$ cat src/rtl/bitsim_mac_pkg.sv
// Shared definitions for the bit-serial MAC accumulator: FSM state,
// column-mode encodings {is_msb, is_skip_zero} and a width helper.
package bitsim_mac_pkg;

    typedef enum logic {
        ST_IDLE = 1'b0,
        ST_ACC  = 1'b1
    } acc_state_e;

    localparam logic [1:0] MODE_MSB_SKIP = 2'b11;
    localparam logic [1:0] MODE_MSB_DIFF = 2'b10;
    localparam logic [1:0] MODE_LSB_SKIP = 2'b01;
    localparam logic [1:0] MODE_LSB_DIFF = 2'b00;

    // ceil(log2(n)) with a floor of one bit, usable in constant expressions
    function automatic int clog2_w(input int n);
        return (n < 2) ? 1 : $clog2(n);
    endfunction

endpackage

$ cat src/rtl/adder_tree_pow2.sv
// Signed adder tree: sums VEC_LENGTH activations in log2(VEC_LENGTH) pairwise levels.
// Latency: combinational, zero cycles.
// Backpressure: none, pure datapath.
module adder_tree_pow2
    import bitsim_mac_pkg::*;
#(
    parameter int DATA_WIDTH = 8,
    parameter int VEC_LENGTH = 8
) (
    input  logic        [VEC_LENGTH-1:0][DATA_WIDTH-1:0]      adder_in,
    output logic signed [DATA_WIDTH+clog2_w(VEC_LENGTH)-1:0] tree_sum
);

    localparam int LEVELS    = clog2_w(VEC_LENGTH);
    localparam int SUM_WIDTH = DATA_WIDTH + LEVELS;

    // Every node carries the full output width so no level can overflow.
    for (genvar l = 0; l <= LEVELS; l++) begin : g_lvl
        logic signed [SUM_WIDTH-1:0] node [VEC_LENGTH >> l];
        if (l == 0) begin : g_leaf
            for (genvar i = 0; i < VEC_LENGTH; i++) begin : g_in
                assign node[i] = SUM_WIDTH'($signed(adder_in[i]));
            end
        end else begin : g_sum
            for (genvar i = 0; i < (VEC_LENGTH >> l); i++) begin : g_add
                assign node[i] = g_lvl[l-1].node[2*i] + g_lvl[l-1].node[2*i+1];
            end
        end
    end

    assign tree_sum = g_lvl[LEVELS].node[0];

endmodule

$ cat src/rtl/mac_unit_bitserial_acc.sv
// Bit-serial MAC: folds weight bit-columns MSB-first into a signed dot product (MAC_SKIP_ZERO_EN adds skip-zero modes).
// Latency: result valid 2 cycles after the last column is accepted; back-to-back dot products without bubbles.
// Backpressure: a held result stalls stage 1 only when it carries a last column; in_ready drops while stalled.
module mac_unit_bitserial_acc
    import bitsim_mac_pkg::*;
#(
    parameter int DATA_WIDTH    = 8,
    parameter int VEC_LENGTH    = 8,
    parameter int SUM_ACT_WIDTH = 12,
    parameter int ACC_WIDTH     = 20,
    parameter int MAX_COLS      = 8
) (
    input  logic                                  clk,
    input  logic                                  reset,
    input  logic        [VEC_LENGTH-1:0][DATA_WIDTH-1:0] adder_in,
    input  logic signed [SUM_ACT_WIDTH-1:0]       sum_act,
    input  logic                                  is_msb,
    input  logic                                  is_skip_zero,
    input  logic                                  in_last,
    input  logic                                  in_valid,
    output logic                                  in_ready,
    output logic                                  out_valid,
    input  logic                                  out_ready,
    output logic signed [ACC_WIDTH-1:0]           result,
    output logic                                  err
);

    localparam int TREE_W = DATA_WIDTH + clog2_w(VEC_LENGTH);
    localparam int CNT_W  = clog2_w(MAX_COLS + 2);
    localparam logic [CNT_W-1:0] CNT_LIMIT = CNT_W'(MAX_COLS);

    typedef struct packed {
        logic                     last;
        logic                     msb;
        logic [SUM_ACT_WIDTH-1:0] col;
    } s1_t;

    logic signed [TREE_W-1:0]        tree_sum;
    logic signed [SUM_ACT_WIDTH-1:0] tree_ext;
    logic signed [SUM_ACT_WIDTH-1:0] col_val;
    s1_t                             s1_dat;
    logic                            s1_vld;
    logic                            s1_stall;
    logic                            s1_fire;
    logic                            in_fire;
    acc_state_e                      state;
    logic signed [ACC_WIDTH-1:0]     acc;
    logic signed [ACC_WIDTH-1:0]     col_ext;
    logic signed [ACC_WIDTH-1:0]     acc_nxt;
    logic        [CNT_W-1:0]         col_cnt;
    logic        [CNT_W-1:0]         cnt_inc;

    adder_tree_pow2 #(
        .DATA_WIDTH (DATA_WIDTH),
        .VEC_LENGTH (VEC_LENGTH)
    ) u_tree (
        .adder_in (adder_in),
        .tree_sum (tree_sum)
    );

    assign tree_ext = SUM_ACT_WIDTH'(tree_sum);

`ifdef MAC_SKIP_ZERO_EN
    always_comb begin
        col_val = '0;
        case ({is_msb, is_skip_zero})
            MODE_MSB_SKIP: col_val = -tree_ext;
            MODE_MSB_DIFF: col_val = tree_ext - sum_act;
            MODE_LSB_SKIP: col_val = tree_ext;
            MODE_LSB_DIFF: col_val = sum_act - tree_ext;
        endcase
    end
`else
    logic unused_skip;
    assign unused_skip = is_skip_zero;

    always_comb begin
        col_val = '0;
        if (is_msb) col_val = tree_ext - sum_act;
        else        col_val = sum_act - tree_ext;
    end
`endif

    // A last column cannot retire while the previous result is still unclaimed.
    assign s1_stall = s1_vld && s1_dat.last && out_valid && !out_ready;
    assign s1_fire  = s1_vld && !s1_stall;
    assign in_ready = !s1_vld || !s1_stall;
    assign in_fire  = in_valid && in_ready;

    always_ff @(posedge clk) begin
        if (reset) begin
            s1_vld <= 1'b0;
            s1_dat <= '0;
        end else if (in_fire) begin
            s1_vld <= 1'b1;
            s1_dat <= '{last: in_last, msb: is_msb, col: col_val};
        end else if (s1_fire) begin
            s1_vld <= 1'b0;
        end
    end

    assign col_ext = ACC_WIDTH'($signed(s1_dat.col));
    assign acc_nxt = (acc <<< 1) + col_ext;
    assign cnt_inc = (col_cnt > CNT_LIMIT) ? col_cnt : col_cnt + CNT_W'(1);

    always_ff @(posedge clk) begin
        if (reset) begin
            state     <= ST_IDLE;
            acc       <= '0;
            col_cnt   <= '0;
            result    <= '0;
            out_valid <= 1'b0;
            err       <= 1'b0;
        end else begin
            if (out_valid && out_ready) out_valid <= 1'b0;
            if (s1_fire) begin
                if (s1_dat.msb) begin
                    // An MSB column always starts a fresh dot product; mid-product it also flags a fault.
                    if (state == ST_ACC) err <= 1'b1;
                    acc     <= col_ext;
                    col_cnt <= CNT_W'(1);
                    if (s1_dat.last) begin
                        result    <= col_ext;
                        out_valid <= 1'b1;
                        state     <= ST_IDLE;
                    end else begin
                        state     <= ST_ACC;
                    end
                end else if (state == ST_IDLE) begin
                    err <= 1'b1;
                end else begin
                    acc     <= acc_nxt;
                    col_cnt <= cnt_inc;
                    if (cnt_inc > CNT_LIMIT) err <= 1'b1;
                    if (s1_dat.last) begin
                        result    <= acc_nxt;
                        out_valid <= 1'b1;
                        state     <= ST_IDLE;
                    end
                end
            end
        end
    end

endmodule
$ cat config.mk
export PLATFORM = sky130hd
export DESIGN_NAME = mac_unit_bitserial_acc
export DESIGN_NICKNAME = d
export VERILOG_FILES = /design/src/rtl/bitsim_mac_pkg.sv /design/src/rtl/adder_tree_pow2.sv /design/src/rtl/mac_unit_bitserial_acc.sv
export SDC_FILE = /design/constraint.sdc
export NUM_CORES = 1
export LEC_CHECK = 0
export ABC_AREA = 1
export CORE_MARGIN = 2
export CORE_UTILIZATION = 50
export CTS_CLUSTER_DIAMETER = 60
export DETAILED_ROUTE_END_ITERATION = 12
export PLACE_DENSITY = 0.78
export SLEW_MARGIN = 20
export SYNTH_ARGS = -nofsm -noshare
export SYNTH_HDL_FRONTEND = slang
export SYNTH_SLANG_ARGS = --single-unit
$ cat constraint.sdc
create_clock -name clk -period 5.4 [get_ports clk]
set_input_delay 0.81 -clock clk [delete_from_list [all_inputs] [get_ports clk]]
set_output_delay 0.81 -clock clk [all_outputs]
set_load 0.03 [all_outputs]
# Word-level counts from Yosys, hierarchy flattened

Cells that the tools add are included.
Widths: inputs -> output; s select.

Multiplexer cells: 24
Equal/unequal tests: 2
Reductions and logical operators: 15
Add/subtract/negate cells: 11
$lt $le $gt $ge: 2

Operators by type and width:

| cell                | count |
|---|---|
| $mux 20             | 4 |
| $mux 19             | 2 |
| $add 8x8->9         | 4 |
| $add 11x11->11      | 3 |
| $add 20x12->20      | 1 |
| $mux 1              | 14 |
| $mux 12             | 1 |
| $mux 4              | 3 |
| $sub 11x12->12      | 1 |
| $sub 12x11->12      | 1 |
| $gt 4x4->1 const B  | 2 |
| $logic_and 1x1->1   | 6 |
| $reduce_and 3->1    | 2 |
| $add 4x1->4 const B | 1 |
| $reduce_bool 2->1   | 2 |
| $logic_not 1->1     | 3 |
| $ne 3x2->1 const B  | 1 |
| $ne 2x1->1 const B  | 1 |
| $reduce_and 2->1    | 1 |
| $logic_or 1x1->1    | 1 |

Word-level logic and storage cells: 64
Bits of input ports: 83
Register bits after elaboration: 61

# Longest topological paths before layout

Gate-level depths: netlist (run 1).

Depth after elaboration: 7
Depth in mapped cells: 36
Gate-level depth less buffers: 36

# Modules after synthesis

From an unflattened synthesis (run 1), not the netlist that was laid out.

Cells, all modules: 1106
Area total of the unflattened synthesis: 7016.7 µm²

By module, submodules not included:

| module                 | times used | area an instance (µm²) | sequential area each (µm²) | cells each |
|---|---|---|---|---|
| mac_unit_bitserial_acc | 1          | 4782.1                 | 1221.2                     | 765 |
| adder_tree_pow2        | 1          | 2234.6                 | 0.0                        | 341 |

# Worst setup path before layout (run 1)

OpenSTA, ideal clock, no wires.

Path kind: input to register
From: in adder_in[32] in the netlist's numbering
To: reg s1_dat, in the netlist col_ext[11]
Path slack: -0.117 ns
Required time: 5.291 ns
Arrival time: 5.408 ns
Library setup time: 0.109 ns
Stages: 33
Path through: ha_1 inv_1 fa_1 o21ai_0 a21oi_1 o21ai_0 xnor2_1 inv_1 fa_1 inv_1 fa_1 inv_1 ha_1 inv_1 o21bai_1 nand2_1 nand2_1 nand2_1 nand2_1 xor2_1 ha_1 clkbuf_1 nand2_1 nor2_1 nand3_1 o21ai_0 nor2_1 nand2_1 nand2_1 nand2_1 nand3_1 nand2_1 inv_1

Cells in the longest elaborated chain, start to end: 5

Ends and longest elaborated chain:

| item                                             | line                                                       | source |
|---|---|---|
| start, declared                                  | mac_unit_bitserial_acc.sv:15                               | `input logic [VEC_LENGTH-1:0][DATA_WIDTH-1:0] adder_in,` |
| $add 8x8->9 *                                    | adder_tree_pow2.sv:26                                      | `assign node[i] = g_lvl[l-1].node[2*i] + g_lvl[l-1].node[2*i+1];` |
| $add 11x11->11 * (2 in a row)                    | adder_tree_pow2.sv:26                                      |  |
| $sub 12x11->12 or $sub 11x12->12 (tied branches) | mac_unit_bitserial_acc.sv:80, mac_unit_bitserial_acc.sv:79 |  |
| $mux 12 *                                        | mac_unit_bitserial_acc.sv:79                               | `if (is_msb) col_val = tree_ext - sum_act;` |
| end signal, assigned                             | mac_unit_bitserial_acc.sv:96                               | `s1_dat <= '{last: in_last, msb: is_msb, col: col_val};` |
| end, declared                                    | mac_unit_bitserial_acc.sv:41                               | `s1_t s1_dat;` |

Every way passes the cells marked *; elsewhere a longest branch is shown, timed or not.
A chain may end at the register's enable or synchronous reset.

# Worst setup path in the final report (run 1)

From: in adder_in[24] in the netlist's numbering
To: reg s1_dat, in the netlist col_ext[10]

Same word-level chain as after synthesis.

==> flow_metrics.py, run 1 <==
metrics = {
    "finish": {
        "finalNetCount": 1379,
        "final_core_util_pct": 73.36,
        "final_common_cell": "nand2_1",
        "syn2layout_area_growth_pct": 43.98,
        "diodes": 0,
        "num-fill-cells": 936,
        "final_cell_mix": "nand2_1 (203), inv_1 (168), buf_4 (89), clkdlybuf4s50_1 (81), nand3_1 (73)",
        "drive_gt1_share_pct": 21.56,
    },
    "drt": {
        "via_count": 7299,
        "ant_nets": 0,
        "wl_per_cell_um": 14.91,
        "routed_wl_um": 20400,
        "drcViolationCount": 0,
        "vias_per_cell": 5.336,
        "firstDrtPassIters": 8,
        "drt_iter0_markers": 457,
    },
    "global_route": {
        "grt_pass1_wl_um": 30090,
        "grt_overflow_total": 0,
        "grt_usage_pct": 25.62,
        "grt_max_degree": 41,
        "grt_pass1_vias": 6997,
        "antenna_found_initial": 0,
    },
    "clocking": {
        "htree_levels": 3,
        "clock_latency_ns": 0.34,
        "tritoncts": "built",
        "cts.reportedPaths.clkPinSlew_ns": 0.05,
        "clkSinkCount": 61,
        "clockBufferDepth": 2,
        "cts_hold_buf": 0,
        "cts-root-buf": "clkbuf_16",
        "cts_made_buffers": 9,
    },
    "critical_path": {
        "crit_top_cell": "nand2_1",
        "cp_data_required_time_ns": 5.64,
        "worstPathArrival_ns": 5.58,
        "cp-end-kind": "flop",
        "slowest_delay_ns": 0.54,
        "path_class": "in2reg",
        "startpoint_type": "primary input",
        "cpMaxStageDelayCell": "fa_1",
        "cp_max_fo": 5,
    },
    "logic_synthesis": {
        "syn_area_um2": 6694,
        "async_flop_share_pct": 0,
        "synth_flop_cell": "dfxtp_1",
        "ys_types": 36,
        "avgSynthCellArea_um2": 6.714,
        "synth_cells": 997,
        "ys_ff_latch": 61,
        "yosys_warnings": 0,
        "synth_seq_area_share_pct": 18.24,
        "synth_nets": 1189,
        "synth_edf_count": 0,
    },
    "place": {
        "place_congestion": 0.9669,
        "numPortBuffers": 104,
        "dp_hpwl_um": 13510,
        "dpl_worst_slack_ns": -0.7150,
    },
    "sta": {
        "relSlewSlack_pct": 41.22,
        "timing.hold.ws_ns": 0.4509,
        "finClkSkew_ns": 0.01125,
        "worst_pin_slew_ns": 0.8789,
        "tns_ns": 0,
        "setup_violations": 0,
        "period_needed_ns": 5.346,
        "final_hold_viol_count": 0,
        "fmax_ghz": 0.1871,
        "rsz0062_at_grt": "true",
        "worst_slack_ns": 0.05400,
        "fin_crit_sh_pct": 99.00,
        "maxSlewViolCount": 0,
    },
    "floorplan": {
        "initial_core_util_pct": 50.95,
        "rows": 42,
        "pin_count": 106,
        "fp.coreArea_um2": 13140,
        "die_x_um": 119.7,
        "die-area_um2": 14330,
        "die_h_um": 119.7,
    },
    "status": {
        "status": "complete, no violations",
    },
    "run": {
        "maxCapViolCount": 0,
    },
    "worst_hold_path": {
        "min_path_type": "reg2reg",
    },
}
[stage by stage]
| step | instance area [um2] | cells |
|---|---|---|
| final | 9638 | 1368 |
| after global routing | 9638 | 1368 |
| after CTS | 9156 | 1358 |
| after detailed placement | 8417 | 1330 |
| after global placement | 8417 | 1330 |
| after floorplan | 6695 | 997 |
[critical path, delay by kind of cell]
family	cells	cell delay, ns
AO/OA/AOI/OAI	5	0.77
buffers and inverters	6	0.53
AND/OR/NAND/NOR	10	0.82
adder cells (fa/ha/maj)	6	2.15
XOR/XNOR	3	0.49
[synthesized netlist by cell type (7+ instances only)]
library cell,instances,area [um2]
fa_1,26,520.5
nand3b_1,7,52.55
ha_1,83,1039
nor2_1,41,153.9
nand3_1,79,395.4
o21ai_0,64,320.3
inv_1,185,694.4
a21oi_1,83,415.4
nand2_1,222,833.3
xnor2_1,15,131.4
xor2_1,26,227.7
o21a_1,27,202.7
o21bai_1,9,67.56
clkbuf_1,17,63.81
dfxtp_1,61,1221
nor3_1,10,50.05
[registers in the layout, summed over array words and instances, names as in the netlist]
signal     count
out_valid      1
s1_dat         2
err            1
result        20
col_ext       12
col_cnt        4
s1_vld         1
acc           19
state          1
[final cells by class]
cell class | instances | area (um2) | area share (%)
clock inverter | 4 | 95.09 | 0.9866
tap | 176 | 220.2 | 2.285
timing repair buffer | 201 | 1783 | 18.50
clock buffer | 12 | 246.5 | 2.557
inverter | 188 | 705.7 | 7.322
sequential | 61 | 1221 | 12.67
multi-input combinational | 726 | 5366 | 55.68
[metal layers]
layer  track usage [%]  up-vias  routed length (um)  part of all wire [%]
met2             47.50      244               10370                    51
li1                  -     3590                   -                     -
met3             4.230       75                1005                   4.9
met4             12.43        0                 985                   4.8
met1             28.21     3390                8037                    39
met5                 0        -                   0                     0
[cells by family after synthesis]
family / synth area share (%)
xor+xnor: 5.365
compound gates: 17.40
flops: 18.24
fa+ha+maj: 23.29
buf+inv: 12.06
simple gates: 23.65
[final timing paths]
path	start	endpoint	slack (ns)	cells after the start
setup reg to reg	col_ext[1]	result[17]	2.65	15
setup / recovery	adder_in[24]	col_ext[10]	0.05	30
hold reg to reg	err	err	0.45	2
hold / removal	err	err	0.45	2
[repair_timing]
item | 4_1_cts | 5_1_grt
endpoints found under the setup margin | 5 | 6
buffers inserted | 12 | 11
pin swaps | 77 | 79
resized for setup | 98 | 105
Power of run 1 is not shown: default switching activity piles up to over one toggle a cycle in this logic, so the estimate is an artifact.
==> run 2, diff against run 1 <==
ABC_AREA = not set   (was 1)
PLACE_DENSITY = 0.79   (was 0.78)
==> run 2 against run 1 <==
Flip-flop and latch count is the same. Global-route usage shrank 1.1 points. The run now ends with negative setup slack left. Critical endpoint is now col_ext[11]. Routed wire length shrank 19%. Register-to-register slack gained 0.20 ns.
==> flow_metrics.py, run 2 <==
metrics = {
    "critical_path": {
        "crit_start": "adder_in[32]",
        "path_class": "in2reg",
        "reg2reg_from": "col_ext[11]",
        "cp_max_fo": 5,
        "worstPathArrival_ns": 5.92,
        "slowest_delay_ns": 0.52,
        "startpoint_type": "primary input",
        "crit_top_cell": "a21oi_2",
        "cp-end-kind": "flop",
        "cpMaxStageDelayCell": "fa_1",
        "cp_data_required_time_ns": 5.60,
        "r2r_setup_slack_ns": 2.85,
        "reg2reg_depth": 8,
    },
    "sta": {
        "period_needed_ns": 5.720,
        "setup_violations": 4,
        "relSlewSlack_pct": 43.30,
        "finClkSkew_ns": 0.006973,
        "rsz0062_at_grt": "true",
        "final_hold_viol_count": 0,
        "maxSlewViolCount": 0,
        "fin_crit_sh_pct": 105.9,
        "fmax_ghz": 0.1748,
        "worst_pin_slew_ns": 0.8479,
        "worst_slack_ns": -0.3196,
    },
    "drt": {
        "ant_nets": 0,
        "routed_wl_um": 16580,
        "drcViolationCount": 0,
        "drt_iter0_markers": 315,
        "wl_per_cell_um": 14.40,
        "via_count": 6234,
        "firstDrtPassIters": 6,
        "vias_per_cell": 5.416,
    },
    "place": {
        "placed_area_um2": 8222,
        "place_congestion": 0.9023,
        "dp.cells": 1120,
        "dp_hpwl_um": 12040,
        "numPortBuffers": 104,
    },
    "finish": {
        "top_register": "result",
        "final_area_um2": 9035,
        "instances_no_fill": 1151,
        "final_common_cell": "buf_4",
        "largest_reg_flops": 20,
        "syn2layout_area_growth_pct": 40.95,
        "finalNetCount": 1166,
        "num-fill-cells": 943,
        "final_cell_mix": "buf_4 (90), clkdlybuf4s50_1 (83), inv_1 (73), ha_1 (70), nor2_1 (66)",
        "diodes": 0,
        "drive_gt1_share_pct": 22.37,
    },
    "worst_hold_path": {
        "hold_depth": 2,
        "hp-start": "result[9]",
        "min_path_type": "reg2reg",
    },
    "logic_synthesis": {
        "synth_edf_count": 0,
        "synth_cells": 792,
        "ys_ff_latch": 61,
        "synth_common_cells": "ha_1 (83), inv_1 (82), a21oi_1 (79)",
        "synthTopCellsByArea": "dfxtp_1 (19%), ha_1 (16%), fa_1 (8.1%)",
        "avgSynthCellArea_um2": 8.093,
        "yosys_warnings": 0,
        "yosysMostFrequentCell": "ha_1",
        "synth.top_cell.area_share_pct": 19.05,
        "async_flop_share_pct": 0,
        "synth_flop_cell": "dfxtp_1",
        "syn_area_um2": 6410,
        "synth_seq_area_share_pct": 19.05,
        "ys_types": 71,
        "synth_top_cell_by_area": "dfxtp_1",
        "synth_nets": 984,
    },
    "power_and_ir_drop": {
        "power.density_nw_per_um2": 797.9,
        "total_power_uw": 7209,
        "ir_drop_v": 0.0006065,
        "p_leak_uw": 0.004076,
    },
    "clocking": {
        "cts_made_buffers": 9,
        "clockBufferDepth": 2,
        "htree_levels": 3,
        "tritoncts": "built",
        "cts-root-buf": "clkbuf_16",
        "clock_latency_ns": 0.33,
        "cts.reportedPaths.clkPinSlew_ns": 0.05,
        "clkSinkCount": 61,
    },
    "floorplan": {
        "die-area_um2": 13740,
        "pin_count": 106,
        "initial_core_util_pct": 51.00,
        "rows": 41,
        "die_h_um": 117.2,
        "die_x_um": 117.2,
        "fp.coreArea_um2": 12570,
    },
    "status": {
        "status": "finished with violations",
        "failed_checks": "negative setup slack",
    },
    "global_route": {
        "grt_pass1_wl_um": 27290,
        "grt_overflow_total": 0,
        "grt_max_degree": 48,
        "grt_usage_pct": 24.51,
        "antenna_found_initial": 0,
        "grt_pass1_vias": 6246,
    },
    "run": {
        "maxCapViolCount": 0,
    },
}
-- run 2: changes by cell type after synthesis, moves of 15 or more --
| cell | delta |
|---|---|
| o21ai_0 | -27 |
| inv_1 | -103 |
| nand3_1 | -73 |
| nand2_1 | -159 |
| mux2i_1 | +15 |
| a21o_1 | +25 |
| a211oi_1 | +19 |
| nor2_1 | +26 |
| nand2b_1 | +15 |
| o21a_1 | -22 |
| xnor2_1 | +17 |
-- run 2: critical path, delay by kind of cell --
| kind | cells | cell delay [ns] |
|---|---|---|
| adder cells (fa/ha/maj) | 5 | 1.88 |
| AO/OA/AOI/OAI | 12 | 1.83 |
| buffers and inverters | 5 | 0.62 |
| XOR/XNOR | 2 | 0.31 |
| AND/OR/NAND/NOR | 2 | 0.27 |
| multiplexers | 1 | 0.16 |
-- run 2: logic make-up after synthesis --
logic type                 count (synthesis)  synth area share, %
AOI/OAI and AO/OA                        240                24.83
xor gates and xnor gates                  48                6.559
adders and majority gates                109                24.32
buffers and inverters                    111                7.047
DFF                                       61                19.05
muxes                                     20                3.279
and+or+nand+nor                          203                14.91
-- run 2: report_power, final --
part | total [uW] | internal, uW | switching, uW | leakage (uW)
combinational | 6010 | 3080 | 2930 | 0.00341
clock | 660 | 462 | 197 | 0.000167
sequential | 534 | 495 | 39.1 | 0.000496
total | 7210 | 4040 | 3170 | 0.00408
-- run 2: path summary, 6_finish.rpt --
kind,endpoint
max reg2reg,result[19]
max,col_ext[11]
min,result[9]
min reg2reg,result[9]
-- run 2: cell type report --
class / count / area (um2) / share of cell area, %
Tap cell: 172 / 215.2 / 2.382
Timing Repair Buffer: 200 / 1782 / 19.72
Clock buffer: 12 / 246.5 / 2.728
Multi-Input combinational cell: 620 / 5167 / 57.19
Sequential cell: 61 / 1221 / 13.52
Inverter: 82 / 307.8 / 3.407
Clock inverter: 4 / 95.09 / 1.052
-- run 2: timing repair --
item / CTS / global route
gates resized for setup: 79 / 40
hold buffers: 0 / 0
pin swaps: 52 / 47
endpoints found under the setup margin: 7 / 5
setup buffers: 12 / 4
endpoints found under the hold margin: 0 / 0
-- run 2: through the flow --
stage | hold WS, ns | utilization, % | setup slack, ns | setup TNS, ns
floorplan | 0.4406 | - | -0.1018 | -0.1838
global placement | 0.4438 | 65.42 | -0.8128 | -3.876
detailed placement | 0.4499 | 65.42 | -0.9161 | -4.763
CTS | 0.4563 | 70.42 | -0.1548 | -0.2198
global route | 0.4751 | 71.89 | -0.5880 | -2.034
finish | 0.4538 | 71.89 | -0.3196 | -0.9397
-- run 2: per-layer routing --
metal	up-vias	global-route usage (%)	share of wire, %
met2	167	46.21	52
li1	3144	-	-
met4	0	8.863	3.0
met5	-	0	0
met1	2886	27.69	40
met3	37	3.862	4.9
(Power assumes the default switching activity.)
==> patch 1: new RTL, flow settings as in run 2 <==
Change the parameter `MAX_COLS` from 8 to 7.
--- a/src/rtl/mac_unit_bitserial_acc.sv
+++ b/src/rtl/mac_unit_bitserial_acc.sv
@@ -8,7 +8,7 @@
     parameter int VEC_LENGTH    = 8,
     parameter int SUM_ACT_WIDTH = 12,
     parameter int ACC_WIDTH     = 20,
-    parameter int MAX_COLS      = 8
+    parameter int MAX_COLS      = 7
 ) (
     input  logic                                  clk,
     input  logic                                  reset,
Function: changed (a bounded check fails within 10 cycles, from zero or initial values and one cycle with reset high).
==> patch 1 against run 2 <==
The run still ends with setup timing left; setup slack got worse by 0.31 ns; first-iteration DRC count is 54% higher; core utilization rose by 2.5 points; sequential cell count stayed put; die area decreased by 3.1%; wire length increased by 8.5%; synthesized area is 3.2% lower; cell area shrank 0.71%.
Power is not shown: default switching activity piles up to over one toggle a cycle in this logic, so the estimate is an artifact.
==> patch 1: results (changes against run 2) <==
DRT iter0 DRCs - 484 (was 315)
Finish-stage setup viols - 3 (was 4)
async set-or-reset flop fraction in the synthesized netlist - 0% (unchanged)
cells on worst reg2reg path - 10 (was 8)
pin count of the biggest net entering global routing - 63 (was 48)
Slowest cell on crit path - fa_1 (unchanged)
Cell variety after synth - 61 (was 71)
Worst Hold Class - reg2reg (unchanged)
Critical R2R Capture - result[19] (unchanged)
min setup slack post-route - -0.634 ns (was -0.320 ns)
sequential element share of the synthesized area - 19.7% (was 19.1%)
Reg2Reg Setup Slack - 2.47 ns (was 2.85 ns)
multiplexer area fraction after synthesis - 1.84% (was 3.28%)
CP Capture Point - col_ext[11] (unchanged)
CTS H-tree depth - 3 (unchanged)
Post-Syn Nets - 971 (was 984)
first-pass GRT wire length - 29000 um (was 27300 um)
Post-synth top cells - inv_1 (93), ha_1 (82), a21oi_1 (79), nor2_1 (71), nand2_1 (64) (was ha_1 (83), inv_1 (82), a21oi_1 (79), nor2_1 (67), nand2_1 (63))
Clk pin slew, worst setup/hold paths - 0.05 ns (about the same)
final wirelength - 18000 um (was 16600 um)
Synth Area in XOR/XNOR - 7.34% (was 6.56%)
clk root buf - clkbuf_16 (unchanged)
HPWL after DPL - 12700 um (was 12000 um)
status - finished with violations (unchanged)
Synth Area in Adders - 24.9% (was 24.3%)
Worst-Skew Late Latency - 0.33 ns (about the same)
start point of the critical path - adder_in[24] (was adder_in[32])
via density per instance - 5.53 (was 5.42)
reg2reg start - col_ext[1] (was col_ext[11])
Max clock buf depth - 2 (unchanged)
layout cells sized above 1 - 24.9% (was 22.4%)
fillers - 840 (was 943)
WHS - 0.459 ns (was 0.454 ns)
Pre-Repair DR Iteration Count - 5 (was 6)
Synthesis Warnings - 0 (unchanged)
crit path DAT - 6.26 ns (was 5.92 ns)
top post-synthesis cells by area - dfxtp_1 (20%), ha_1 (17%), fa_1 (8.4%), a21oi_1 (6.4%), inv_1 (5.6%) (was dfxtp_1 (19%), ha_1 (16%), fa_1 (8.1%), a21oi_1 (6.2%), inv_1 (4.8%))
Post-Route Skew - 0.00936 ns (was 0.00697 ns)
Total GRT Usage - 26.9% (was 24.5%)
max reg flops - 20 (unchanged)
antenna violations before repair - 0 (unchanged)
worst-path fanout max - 4 (was 5)
Main synth FF type - dfxtp_1 (unchanged)
Compound-Gate Fraction of Synth Area - 24.6% (was 24.8%)
nets - 1160 (was 1166)
relative slew slack - 47.6% (was 43.3%)
GP Congestion - 0.956 (was 0.902)
ant diodes - 0 (unchanged)
family with the most delay on the worst path - adder cells (unchanged)
CP peak stage delay - 0.59 ns (was 0.52 ns)
vias in the first global route - 6373 (was 6246)
failing checks - setup timing (unchanged)
[patch 1: cell count changes in the layout (fill, tap and decap cells not counted), sizes merged, moves of 8 or more]
cell / before / now
a211oi: 21 / 29
a21o: 26 / 16
buf: 101 / 113
inv: 82 / 93
nand2b: 15 / 2
o21a: 5 / 13
o21ai: 42 / 29
[patch 1: tightest hold or removal path, cell delays in order (launching register included)]
cell and delay (ns):
dfxtp_1 0.30, nand2_1 0.05, a21oi_1 0.05
[patch 1: per-stage QoR]
step | instance area [sq um] | instances | TNS, ns | setup slack, ns
after global routing | 8970 | 1142 | -1.77 | -0.857
after CTS | 8750 | 1140 | -0.566 | -0.555
after detailed placement | 8070 | 1107 | -5.12 | -1.22
after floorplan | 6300 | 780 | -0.422 | -0.422
final | 8970 | 1142 | -0.797 | -0.634
after global placement | 8070 | 1107 | -4.39 | -1.05
[patch 1: timing repair]
item,4_1_cts,5_1_grt
buffers inserted,17,4
endpoints found under the hold margin,0,0
resized for setup,118,51
setup endpoints to repair,6,6
pin swaps,94,30
[patch 1: area by class of cell]
cell class              instances  area share, %
multi-input cells             596           56.6
repair buffers                207           20.2
flip-flops and latches         61           13.6
inverters                      94           3.96
clock buffers                  11           2.59
well taps                     168           2.34
clock inverters                 5          0.683
[patch 1: how the worst min path moves through the flow]
stage,depth (start not counted),from,endpoint
global route,2,result[8],result[8]
global placement,2,result[8],result[8]
finish,2,result[0],result[0]
detailed placement,2,result[0],result[0]
floorplan,2,acc[8],acc[8]
CTS,2,result[0],result[0]
[patch 1: metal layers]
layer	routed length, um	global-route usage [%]	up-vias
li1	-	-	3093
met1	7570	33.5	2987
met2	9200	47.2	189
met3	790	4.27	41
met4	436	9.00	0
met5	0	0	-
==> patch 2: new RTL, settings of run 2 <==
Made on the original files. Put one more register stage on the output `err`. The value now appears one clock later. The other outputs are not delayed to match.
--- a/src/rtl/mac_unit_bitserial_acc.sv
+++ b/src/rtl/mac_unit_bitserial_acc.sv
@@ -34,6 +34,8 @@
         logic                     msb;
         logic [SUM_ACT_WIDTH-1:0] col;
     } s1_t;
+
+    logic err_s0;
 
     logic signed [TREE_W-1:0]        tree_sum;
     logic signed [SUM_ACT_WIDTH-1:0] tree_ext;
@@ -110,13 +112,13 @@
             col_cnt   <= '0;
             result    <= '0;
             out_valid <= 1'b0;
-            err       <= 1'b0;
+            err_s0    <= 1'b0;
         end else begin
             if (out_valid && out_ready) out_valid <= 1'b0;
             if (s1_fire) begin
                 if (s1_dat.msb) begin
                     // An MSB column always starts a fresh dot product; mid-product it also flags a fault.
-                    if (state == ST_ACC) err <= 1'b1;
+                    if (state == ST_ACC) err_s0 <= 1'b1;
                     acc     <= col_ext;
                     col_cnt <= CNT_W'(1);
                     if (s1_dat.last) begin
@@ -127,11 +129,11 @@
                         state     <= ST_ACC;
                     end
                 end else if (state == ST_IDLE) begin
-                    err <= 1'b1;
+                    err_s0 <= 1'b1;
                 end else begin
                     acc     <= acc_nxt;
                     col_cnt <= cnt_inc;
-                    if (cnt_inc > CNT_LIMIT) err <= 1'b1;
+                    if (cnt_inc > CNT_LIMIT) err_s0 <= 1'b1;
                     if (s1_dat.last) begin
                         result    <= acc_nxt;
                         out_valid <= 1'b1;
@@ -142,4 +144,8 @@
         end
     end
 
+    always_ff @(posedge clk) begin
+        err <= err_s0;
+    end
+
 endmodule
Formal check against the unedited RTL: not equivalent (a bounded check fails within 4 cycles, from zero or initial values and one cycle with reset high).
==> patch 2 against run 2 <==
The run still ends with setup timing left; worst hold slack worse by 0.10 ns; cell area is 2.1% higher; wire length increased by 7.4%; synthesized area is 0.31% higher; sequential cell count increased by 1; die area up 0.30%; setup slack worse by 0.058 ns; total power increased by 4.6%; largest cell class unchanged; largest power group unchanged.
==> patch 2: results (changes against run 2) <==
Total GRT Usage - 23.8% (was 24.5%)
WL/cell - 15.3 um (was 14.4 um)
CP peak stage delay - 0.58 ns (was 0.52 ns)
leakage - 0.00417 uW (was 0.00408 uW)
placed cell area - 8250 sq um (was 8220 sq um)
top post-synthesis cells by area - dfxtp_1 (19%), ha_1 (16%), fa_1 (8.1%), a21oi_1 (6.1%), inv_1 (4.8%) (was dfxtp_1 (19%), ha_1 (16%), fa_1 (8.1%), a21oi_1 (6.2%), inv_1 (4.8%))
Peak VDD IR - 0.000570 V (was 0.000606 V)
Area growth, synth to finish - 43.5% (was 41.0%)
failing checks - setup timing (unchanged)
Post-synth top cells - ha_1 (83), inv_1 (82), a21oi_1 (79), nor2_1 (67), nand2_1 (63) (unchanged)
min setup slack post-route - -0.378 ns (was -0.320 ns)
DRT iter0 DRCs - 331 (was 315)
CTS buffer count - 9 (unchanged)
Post-Syn Nets - 985 (was 984)
Pre-Repair DR Iteration Count - 4 (was 6)
Syn Inst Count - 793 (was 792)
Synth Area in Adders - 24.2% (was 24.3%)
vias in the first global route - 6276 (was 6246)
Synth Area in XOR/XNOR - 6.54% (was 6.56%)
multiplexer area fraction after synthesis - 3.27% (was 3.28%)
fillers - 875 (was 943)
HPWL after DPL - 12200 um (was 12000 um)
Finish-stage setup viols - 3 (was 4)
layout cells sized above 1 - 25.6% (was 22.4%)
Post-Route Skew - 0.00329 ns (was 0.00697 ns)
crit path DAT - 6.02 ns (was 5.92 ns)
Vias - 6396 (was 6234)
hold wc startpoint - err_s0 (was result[9])
WHS - 0.354 ns (was 0.454 ns)
Hold Path End - err (was result[9])
placed cell count - 1122 (was 1120)
Setup Total Neg Slack - -0.722 ns (was -0.940 ns)
GP Congestion - 0.924 (was 0.902)
first-pass GRT wire length - 27600 um (was 27300 um)
Hold Path Stages - 0 (was 2)
status - finished with violations (unchanged)
Reg2Reg Setup Slack - 2.88 ns (was 2.85 ns)
Compound-Gate Fraction of Synth Area - 24.8% (about the same)
## patch 2: cells by family after synthesis
group | after synthesis
xor gates and xnor gates | 48
DFF | 62
adders and majority gates | 109
and+or+nand+nor | 203
AOI/OAI and AO/OA | 240
buffers and inverters | 111
muxes | 20
## patch 2: how the worst max path moves through the flow
stage               cells after the start          from           to
floorplan                              25  adder_in[16]  col_ext[11]
finish                                 26  adder_in[24]  col_ext[11]
global route                           27  adder_in[56]  col_ext[11]
global placement                       27  adder_in[48]  col_ext[11]
detailed placement                     27  adder_in[48]  col_ext[11]
CTS                                    27  adder_in[56]  col_ext[11]
## patch 2: repair_timing
| item | CTS | global route |
|---|---|---|
| hold buffers | 0 | 0 |
| buffers inserted | 18 | 11 |
| pin swaps | 71 | 51 |
| resized for setup | 92 | 74 |
| endpoints found under the setup margin | 7 | 5 |
## patch 2: cell type report
| cell class | count | share of cell area (%) |
|---|---|---|
| Timing Repair Buffer | 213 | 20.6 |
| Sequential cell | 62 | 13.5 |
| Clock inverter | 7 | 0.705 |
| Clock buffer | 9 | 2.44 |
| Tap cell | 172 | 2.33 |
| Multi-Input combinational cell | 620 | 57.2 |
| Inverter | 82 | 3.34 |
## patch 2: metrics by stage
stage / power [uW] / setup slack [ns]
2_1_floorplan: 3900 / -0.102
3_3_place_gp: 5300 / -0.799
3_5_place_dp: 5390 / -0.950
4_1_cts: 6520 / -0.161
5_1_grt: 8060 / -0.723
6_report: 7540 / -0.378
## patch 2: per-layer routing
| layer | global-route usage, % | routed length (um) |
|---|---|---|
| met1 | 26.7 | 6960 |
| met3 | 5.16 | 958 |
| met5 | 0 | 0 |
| met2 | 43.6 | 9400 |
| met4 | 9.56 | 490 |
## patch 2: power by group
group	internal, uW	switching (uW)	leakage, uW
logic	3320	3110	0.00353
registers	503	38.6	0.000504
clock network	353	208	0.000141
total	4180	3360	0.00417
